`config.mk`:
```
export PLATFORM = sky130hd
export DESIGN_NAME = decoder3_8_seq
export DESIGN_NICKNAME = d
export VERILOG_FILES = /design/src/rtl/decoder3_8_seq.sv
export SDC_FILE = /design/constraint.sdc
export NUM_CORES = 1
export LEC_CHECK = 0
export ABC_AREA = 1
export ABC_CLOCK_PERIOD_IN_PS = 4200
export CORE_ASPECT_RATIO = 0.7
export CORE_MARGIN = 2
export CORE_UTILIZATION = 40
export CTS_CLUSTER_SIZE = 20
export DETAILED_ROUTE_END_ITERATION = 8
export PLACE_DENSITY = 0.6
export SKIP_CTS_REPAIR_TIMING = 1
export SLEW_MARGIN = 5
export SYNTH_ARGS = -nofsm -noshare
export SYNTH_HDL_FRONTEND = slang
export SYNTH_SLANG_ARGS = --single-unit
```
`constraint.sdc`:
```
create_clock -name clk -period 4.2 [get_ports clk]
set_clock_uncertainty 0.2 [all_clocks]
set_input_delay 1.05 -clock clk [delete_from_list [all_inputs] [get_ports clk]]
set_output_delay 1.05 -clock clk [all_outputs]
set_load 0.005 [all_outputs]
```
`src/rtl/decoder3_8_seq.sv`:
```
// Sequential 3-to-8 one-hot decoder: accepts an index over valid/ready, drives its
// one-hot line for HOLD cycles, then GAP zero cycles, with a one-entry holding buffer.
module decoder3_8_seq #(
  parameter int unsigned HOLD  = 4,
  parameter int unsigned GAP   = 1,
  parameter int unsigned CNT_W = 8
) (
  input  logic       clk,
  input  logic       rst,
  input  logic       in_valid,
  output logic       in_ready,
  input  logic [2:0] in_idx,
  output logic [7:0] y,
  output logic       y_valid,
  output logic       busy,
  output logic       done
);

  localparam int unsigned MAX_LOAD = ((HOLD > GAP) ? HOLD : GAP) - 1;

  if (HOLD == 0 || HOLD > 255) begin : g_bad_hold
    $error("decoder3_8_seq: HOLD must be in 1..255");
  end
  if (GAP > 15) begin : g_bad_gap
    $error("decoder3_8_seq: GAP must be in 0..15");
  end
  if (CNT_W == 0 || 64'(MAX_LOAD) >= (64'd1 << CNT_W)) begin : g_bad_cnt_w
    $error("decoder3_8_seq: CNT_W too small for max(HOLD, GAP)-1");
  end

  localparam logic [CNT_W-1:0] ONE       = CNT_W'(1);
  localparam logic [CNT_W-1:0] HOLD_LOAD = CNT_W'(HOLD - 1);
  localparam logic [CNT_W-1:0] GAP_LOAD  = (GAP > 0) ? CNT_W'(GAP - 1) : '0;

  typedef enum logic [1:0] {
    S_IDLE  = 2'd0,
    S_DRIVE = 2'd1,
    S_GAP   = 2'd2
  } state_t;

  state_t           state, state_nx;
  logic [CNT_W-1:0] cnt, cnt_nx;
  logic [7:0]       y_nx;
  logic             y_valid_nx;
  logic             done_nx;
  logic             buf_full, buf_full_nx;
  logic [2:0]       buf_idx, buf_idx_nx;
  logic             transfer;
  logic             have_next;
  logic [2:0]       next_idx;
  logic             launch;

  function automatic logic [7:0] onehot(input logic [2:0] idx);
    onehot = 8'h01 << idx;
  endfunction

  assign in_ready  = ~buf_full;
  assign busy      = (state != S_IDLE);
  assign transfer  = in_valid & in_ready;
  // A buffered index always wins; it can only be full when in_ready is low.
  assign have_next = buf_full | transfer;
  assign next_idx  = buf_full ? buf_idx : in_idx;

  // NOTE: every signal gets a default before the case so no path leaves one unassigned and no latch is inferred.
  always_comb begin
    state_nx    = state;
    cnt_nx      = cnt;
    y_nx        = y;
    y_valid_nx  = y_valid;
    done_nx     = 1'b0;
    buf_full_nx = buf_full;
    buf_idx_nx  = buf_idx;
    launch      = 1'b0;

    case (state)
      S_IDLE: launch = transfer;
      S_DRIVE, S_GAP: begin
        if (transfer) begin
          buf_full_nx = 1'b1;
          buf_idx_nx  = in_idx;
        end
        if (cnt != '0) begin
          cnt_nx  = cnt - ONE;
          done_nx = (state == S_DRIVE) && (cnt == ONE);
        end else if (state == S_DRIVE && GAP > 0) begin
          state_nx   = S_GAP;
          y_nx       = '0;
          y_valid_nx = 1'b0;
          cnt_nx     = GAP_LOAD;
        end else if (have_next) begin
          // Terminal cycle: consume the buffer, or let a same-cycle transfer bypass it.
          launch      = 1'b1;
          buf_full_nx = 1'b0;
        end else begin
          state_nx   = S_IDLE;
          y_nx       = '0;
          y_valid_nx = 1'b0;
        end
      end
      default: state_nx = S_IDLE;
    endcase

    if (launch) begin
      state_nx   = S_DRIVE;
      y_nx       = onehot(next_idx);
      y_valid_nx = 1'b1;
      cnt_nx     = HOLD_LOAD;
      done_nx    = (HOLD == 1);
    end
  end

  // NOTE: non-blocking assignments so every register samples pre-edge values, independent of statement order.
  always_ff @(posedge clk or posedge rst) begin
    if (rst) begin
      state    <= S_IDLE;
      cnt      <= '0;
      y        <= '0;
      y_valid  <= 1'b0;
      done     <= 1'b0;
      buf_full <= 1'b0;
      // NOTE: buf_idx is gated by buf_full, but clearing it keeps reset state fully deterministic.
      buf_idx  <= '0;
    end else begin
      state    <= state_nx;
      cnt      <= cnt_nx;
      y        <= y_nx;
      y_valid  <= y_valid_nx;
      done     <= done_nx;
      buf_full <= buf_full_nx;
      buf_idx  <= buf_idx_nx;
    end
  end

endmodule
```
==> results.md, run 1 <==
| Stage | Item | Value |
|:---|:---|:---|
| critical path | Worst reg2reg endpoint | state[0] |
| sta | Hold Violations, Final | 0 |
| worst hold path | WHS Endpoint | y_valid |
| cells and area | Diodes inserted | 0 |
| drt | Vias per Instance | 4.938 |
| die | Number of I/O pins | 18 |
| status | Outcome | finished, final reports clean |
| die | Number of rows in the core area | 17 |
| critical path | Setup crit start kind | register |
| yosys | Gate count of the mapped netlist | 154 |
| sta | Fraction of the cycle the final worst path needs | 0.6735 |
| critical path | Largest incremental delay on the critical path | 0.50 ns |
| placement | Routability-driven placement congestion ratio | 0.8121 |
| yosys | Synthesized-area fraction occupied by ao, oa, aoi and oai cells | 0.08388 |
| yosys | Fraction of registers with async set/reset | 1.000 |
| clock network | Clock sink count | 24 |
| die | Chip Height | 52.47 um |
| worst hold path | Critical hold path startpoint | y_valid |
| critical path | Maximum fanout along the worst path | 4 |
| yosys | Most used DFF post-synth | sky130_fd_sc_hd__dfrtp_1 |
| sta | Sum of negative setup slack | 0 ns |
| clock network | CTS H-tree lvls | 1 |
| yosys | Proportion of synthesized area in mux cells | 0.02516 |
| critical path | Worst EP arrival | 1.58 ns |
| critical path | Cell count of the worst reg-to-reg path | 11 |
| flow run | Number of violations of the max-capacitance limit | 0 |
| cells and area | Total area of multi-input combinational cells | 666.9 um^2 |
| die | Starting density of the core | 0.4236 |
| yosys | Adder and majority cell fraction of the synthesized area | 0.05592 |
| critical path | Combined buffer and inverter count along the critical path | 3 |
| global route | Pin count of the biggest net entering global routing | 27 |
| yosys | Cell area after technology mapping | 1343 um^2 |
| yosys | Post-Synthesis Mean Instance Area | 8.718 um^2 |
| critical path | Cells traversed along the worst timing path | inv_1 -> ha_1 -> inv_1 -> clkdlybuf4s50_1 |
| global route | Overall routing resource usage | 0.1555 |
| yosys | Simple-gate share of the synthesized area | 0.2926 |
| yosys | Dominant cell by count in the synthesized netlist | sky130_fd_sc_hd__nand2_1 |
| die | Die ar. | 3843 um^2 |
| worst hold path | Hold depth | 2 |
| sta | Period minus WS final | 2.829 ns |
| clock network | Clock buffer count from CTS | 3 |
| clock network | Clock transition at path regs | 0.08 ns |
| power | Static leakage | 0.7584 nW |
| die | X dimension of the die | 73.25 um |
| critical path | Worst path slowest cell | sky130_fd_sc_hd__clkdlybuf4s50_1 |
| drt | Detailed Route Iter0 Violations | 79 |
| global route | Final global-route overflow total | 0 |
| cells and area | Post-layout util | 0.4982 |
| global route | Via count of the first global-routing pass | 987 |
| sta | Setup WS post-layout | 1.371 ns |
| clock network | Master cell of the clock root buffer | sky130_fd_sc_hd__clkbuf_8 |
| power | Final Total Pwr | 374.6 uW |
| placement | Placement Setup Slack | 1.456 ns |
| sta | Worst slew pin tran | 0.9197 ns |
| placement | Port Buf Inserts | 17 |
| yosys | Flip-flop and latch count after synthesis | 24 |
| worst hold path | Worst hold-check path type | reg -> reg |
| critical path | Top delay family on crit path | buffers and inverters |
| yosys | Post-synth top cells | sky130_fd_sc_hd__nand2_1, sky130_fd_sc_hd__dfrtp_1, sky130_fd_sc_hd__nand3_1 |
| sta | Max-slew violation count | 0 |
| critical path | Startpoint of the worst-slack reg-to-reg timing path | state[0] |
| clock network | Clock latency on the worst-skew pair | 0.26 ns |
| sta | Maximum clock rate | 353.5 MHz |
| critical path | CP Class | reg -> out |
| yosys | Count of flip-flops with a built-in enable after synthesis | 0 |
| clock network | Clock tree from TritonCTS | yes |
| clock network | Clock tree buffer depth | 2 |
| placement | DPL Wire Length | 1.880 mm |
| drt | Detailed-route DRC error count | 0 |
| critical path | Crit path required time | 2.95 ns |
| yosys | Post-Synthesis Net Count | 166 |
| cells and area | Ratio of cells with drive above 1 in the final layout | 0.1163 |
| cells and area | Sequential cell area | 600.6 um^2 |
| yosys | Post-synthesis sequential area ratio | 0.4473 |
| yosys | Cell taking the most area after synthesis | sky130_fd_sc_hd__dfrtp_1 |
| yosys | Count of distinct cell types in the synthesized netlist | 28 |
| critical path | Reg-to-reg setup timing slack | 2.00 ns |
| sta | RSZ-0062 raised after global routing | no |
| cells and area | Area growth from synthesis to layout | 17.61% |
| yosys | Yosys warning count | 0 |
| global route | Global-route wire length before repair | 4.560 mm |
| drt | Count of antenna-violating nets left after detailed routing | 0 |
| yosys | Fraction of synthesized cell area in xor and xnor cells | 0.03914 |
| yosys | Share of the synthesized area in the top cell type | 0.4473 |
| drt | Initial DRT Pass Iterations | 4 |
| cells and area | Filler cells | 307 |
| critical path | Type of element capturing the critical path | output pin |
| cells and area | Final #Nets | 186 |
| critical path | Top cell by count, worst path | sky130_fd_sc_hd__inv_1 |
| drt | Total length of routed wires | 2.598 mm |
| sta | Final count of negative-setup-slack endpoints | 0 |
| global route | Antenna violations before repair | 0 |
| power | IR drop worst, VDD | 0.0001697 V |
| yosys | Main combinational cell family by area after synthesis | simple AND/OR/NAND/NOR gates |
| die | Core region area | 3169 um^2 |
| power | Areal power density over the cells | 237.3 nW/um^2 |
| yosys | Ranking of synthesized cells by area | sky130_fd_sc_hd__dfrtp_1, sky130_fd_sc_hd__nand2_1, sky130_fd_sc_hd__nand3_1 |
| drt | Post-detailed-route wirelength per cell | 12.37 um |
| sta | Slew HR | 0.3862 |
| drt | Total via count after detailed routing | 1037 |
-- layout by cell type (no fill, tap or decap), types with 2 or more instances in the layout --
| master | netlist | layout |
|---|---|---|
| sky130_fd_sc_hd__o21ai_1 | 6 | 6 |
| sky130_fd_sc_hd__clkdlybuf4s50_1 | 0 | 17 |
| sky130_fd_sc_hd__xor2_1 | 4 | 4 |
| sky130_fd_sc_hd__nand2_2 | 3 | 3 |
| sky130_fd_sc_hd__nand2_1 | 33 | 33 |
| sky130_fd_sc_hd__inv_2 | 2 | 2 |
| sky130_fd_sc_hd__nand3_1 | 24 | 24 |
| sky130_fd_sc_hd__nor2_1 | 14 | 14 |
| sky130_fd_sc_hd__ha_1 | 6 | 6 |
| sky130_fd_sc_hd__clkbuf_8 | 0 | 3 |
| sky130_fd_sc_hd__o21ai_0 | 2 | 2 |
| sky130_fd_sc_hd__xnor2_1 | 2 | 2 |
| sky130_fd_sc_hd__inv_1 | 11 | 11 |
| sky130_fd_sc_hd__or2_1 | 2 | 2 |
| sky130_fd_sc_hd__o211ai_1 | 3 | 3 |
| sky130_fd_sc_hd__dfrtp_1 | 24 | 24 |
| sky130_fd_sc_hd__mux2_2 | 3 | 3 |
| sky130_fd_sc_hd__o211ai_2 | 2 | 2 |
-- worst register-to-register path: stages, from the launching register on --
cell and delay, ns:
sky130_fd_sc_hd__dfrtp_1 0.42, sky130_fd_sc_hd__inv_1 0.09, sky130_fd_sc_hd__ha_1 0.39, sky130_fd_sc_hd__inv_1 0.13, sky130_fd_sc_hd__nor3_2 0.21, sky130_fd_sc_hd__nand2_2 0.07, sky130_fd_sc_hd__nand2_2 0.09, sky130_fd_sc_hd__nand2_4 0.17
sky130_fd_sc_hd__nand2_1 0.14, sky130_fd_sc_hd__nand2_1 0.08, sky130_fd_sc_hd__nand2_1 0.07, sky130_fd_sc_hd__nand2_1 0.04
-- stage by stage --
stage          instance area [um^2]  cells  hold slack (ns)
2_1_floorplan                  1343    154           0.2654
3_3_place_gp                   1538    207           0.2760
3_5_place_dp                   1538    207           0.2685
4_1_cts                        1579    210           0.2999
5_1_grt                        1579    210           0.3250
6_report                       1579    210           0.2893
-- routing by layer --
metal	part of all wire	global-route usage
met3	0.052	0.05000
met4	0.0027	0.02778
met5	0	0
met2	0.41	0.2357
met1	0.53	0.2188
-- state kept, by name, indices dropped and copies added (netlist names) --
| name | cells |
|---|---|
| cnt | 8 |
| state | 2 |
| y | 8 |
| done | 1 |
| buf_idx | 3 |
| y_valid | 1 |
| buf_full | 1 |
-- area by class of cell --
cell class / count / area share
clock buffer: 3 / 0.02615
sequential: 24 / 0.3803
multi-input combinational: 114 / 0.4223
inverter: 14 / 0.03328
tap: 38 / 0.03011
timing repair buffer: 17 / 0.1078
-- how the worst max path moves through the flow --
stage	slack, ns	from	endpoint	depth (start not counted)
after floorplan	2.15	in_valid	cnt[0]	7
after global placement	1.51	in_valid	state[0]	10
after detailed placement	1.46	in_valid	state[0]	10
after CTS	1.36	state[0]	busy	4
after global routing	1.28	state[0]	busy	4
final	1.37	state[0]	busy	4
-- power by group --
group	switching [mW]	internal, mW	leakage, nW
combinational	0.00581	0.00419	0.417
clock	0.0697	0.0641	0.0216
sequential	0	0.231	0.320
total	0.0756	0.299	0.758
-- kinds of logic after synthesis --
| logic type | Yosys count |
|---|---|
| flip-flops | 24 |
| adder cells (fa/ha/maj) | 6 |
| XOR/XNOR | 6 |
| AO/OA/AOI/OAI | 16 |
| multiplexers | 3 |
| buffers and inverters | 16 |
| AND/OR/NAND/NOR | 83 |
Note: power is estimated with default switching activity, not from simulation.
==> run 2: changes to the inputs <==
- ABC_CLOCK_PERIOD_IN_PS: 4200 -> 2600
- PLACE_DENSITY: 0.6 -> 0.63
- clock period: 4.2 -> 2.6 ns (I/O delays scaled with it)
==> results.md, run 2 (synthesis gave the netlist of run 1 again) <==
| Stage | Item | Value |
|:---|:---|:---|
| power | Combinational cell fraction of total power | 0.027 |
| power | Part of the total power dissipated in the clock network | 0.395 |
| placement | DPL Wire Length | 2.028 mm |
| placement | Port Buf Inserts | 17 |
| power | Switching Fraction | 0.1991 |
| placement | Number of cells in the design after placement | 208 |
| drt | Initial DRT Pass Iterations | 4 |
| die | X dimension of the die | 73.25 um |
| placement | Routability-driven placement congestion ratio | 0.8409 |
| status | Outcome | finished, final reports clean |
| sta | Period minus WS final | 2.409 ns |
| worst hold path | Worst hold-check path type | reg -> reg |
| die | Chip Height | 52.47 um |
| sta | Hold Violations, Final | 0 |
| global route | Final global-route overflow total | 0 |
| sta | Worst slew pin tran | 0.4377 ns |
| critical path | Type of element capturing the critical path | output pin |
| sta | Sum of negative setup slack | 0 ns |
| cells and area | Area growth from synthesis to layout | 19.20% |
| die | Starting density of the core | 0.4236 |
| sta | Maximum clock rate | 415.2 MHz |
| clock network | Clock latency on the worst-skew pair | 0.27 ns |
| clock network | Clock tree from TritonCTS | yes |
| cells and area | Registers with the most flip-flops | cnt: 8 flops, y: 8 flops, buf_idx: 3 flops |
| global route | Via count of the first global-routing pass | 1020 |
| clock network | CTS H-tree lvls | 1 |
| cells and area | Ratio of cells with drive above 1 in the final layout | 0.1264 |
| cells and area | Leading cell types in the layout, fill and taps excluded | sky130_fd_sc_hd__nand2_1, sky130_fd_sc_hd__nand3_1, sky130_fd_sc_hd__dfrtp_1 |
| global route | Overall routing resource usage | 0.1660 |
| power | Areal power density over the cells | 402.5 nW/um^2 |
| power | Switching power | 128.3 uW |
| sta | Max-slew violation count | 0 |
| sta | RSZ-0062 raised after global routing | no |
| cells and area | Filler-free cell count of the finished design | 212 |
| drt | Detailed-route DRC error count | 0 |
| cells and area | Post-layout util | 0.5049 |
| power | Static leakage | 0.7704 nW |
| die | Number of rows in the core area | 17 |
| critical path | Setup crit start kind | register |
| sta | Final count of negative-setup-slack endpoints | 0 |
| global route | Antenna violations before repair | 0 |
| clock network | Clock buffer count from CTS | 3 |
| drt | Total length of routed wires | 2.773 mm |
| power | Part of the power in registers | 0.579 |
| sta | Fraction of the cycle the final worst path needs | 0.9264 |
| clock network | Clock sink count | 24 |
| die | Die ar. | 3843 um^2 |
| sta | Slew HR | 0.7073 |
| die | Number of I/O pins | 18 |
| power | Final Total Pwr | 644.1 uW |
| cells and area | Filler cells | 306 |
| critical path | Maximum fanout along the worst path | 4 |
| global route | Global-route wire length before repair | 4.740 mm |
| drt | Post-detailed-route wirelength per cell | 13.08 um |
| die | Core region area | 3169 um^2 |
| drt | Total via count after detailed routing | 1066 |
| clock network | Clock tree buffer depth | 2 |
| drt | Detailed Route Iter0 Violations | 17 |
| drt | Vias per Instance | 5.028 |
| global route | Pin count of the biggest net entering global routing | 27 |
| critical path | CP Class | reg -> out |
| flow run | Number of violations of the max-capacitance limit | 0 |
| drt | Count of antenna-violating nets left after detailed routing | 0 |
| critical path | Worst EP arrival | 1.56 ns |
| power | IR drop worst, VDD | 0.0002760 V |
| power | Int Power | 515.9 uW |
| clock network | Master cell of the clock root buffer | sky130_fd_sc_hd__clkbuf_8 |
| cells and area | Most common library cell in the layout ignoring fill and taps | sky130_fd_sc_hd__nand2_1 |
| cells and area | Diodes inserted | 0 |
| clock network | Clock transition at path regs | 0.09 ns |
| critical path | Crit path required time | 1.75 ns |
| cells and area | Final #Nets | 187 |
-- run 2: per-stage QoR --
step	cell area (um^2)	hold slack [ns]	setup slack [ns]
6_report	1600	0.3009	0.1914
4_1_cts	1600	0.2919	0.1731
3_3_place_gp	1545	0.2704	0.3131
2_1_floorplan	1343	0.2654	0.7377
3_5_place_dp	1545	0.2613	0.2018
5_1_grt	1600	0.3348	0.07475
-- run 2: cell type report --
| type | count | area (um^2) | share of cell area |
|---|---|---|---|
| well taps | 38 | 47.55 | 0.02971 |
| repair buffers | 18 | 177.7 | 0.1110 |
| flip-flops and latches | 24 | 600.6 | 0.3753 |
| multi-input cells | 114 | 666.9 | 0.4167 |
| clock buffers | 4 | 55.05 | 0.03440 |
| inverters | 14 | 52.55 | 0.03284 |
-- run 2: critical path: stages, from the launching register on --
cell and delay, ns:
sky130_fd_sc_hd__dfrtp_1 0.41, sky130_fd_sc_hd__inv_1 0.08, sky130_fd_sc_hd__ha_1 0.22, sky130_fd_sc_hd__inv_1 0.08, sky130_fd_sc_hd__clkdlybuf4s50_1 0.50
-- run 2: final timing paths --
path,end,slack (ns),depth (start not counted),startpoint
max,busy,0.19,4,state[0]
min,y_valid,0.30,2,y_valid
max reg2reg,state[0],0.33,11,state[1]
min reg2reg,y_valid,0.30,2,y_valid
max in group asynchronous,buf_idx[1],1.45,3,rst
min in group asynchronous,cnt[4],0.52,3,rst
-- run 2: power by group through the flow --
| stage | registers (mW) | logic, mW | clock network [mW] |
|---|---|---|---|
| CTS | 0.373 | 0.0179 | 0.265 |
| floorplan | 0.380 | 0.00563 | 0 |
| global route | 0.373 | 0.0199 | 0.281 |
| finish | 0.373 | 0.0171 | 0.254 |
| detailed placement | 0.380 | 0.0179 | 0 |
| global placement | 0.380 | 0.0178 | 0 |
-- run 2: metal layers --
| layer | track usage | share of wire |
|---|---|---|
| met5 | 0 | 0 |
| met4 | 0.04938 | 0 |
| met3 | 0.04808 | 0.042 |
| met2 | 0.2553 | 0.46 |
| met1 | 0.2262 | 0.50 |
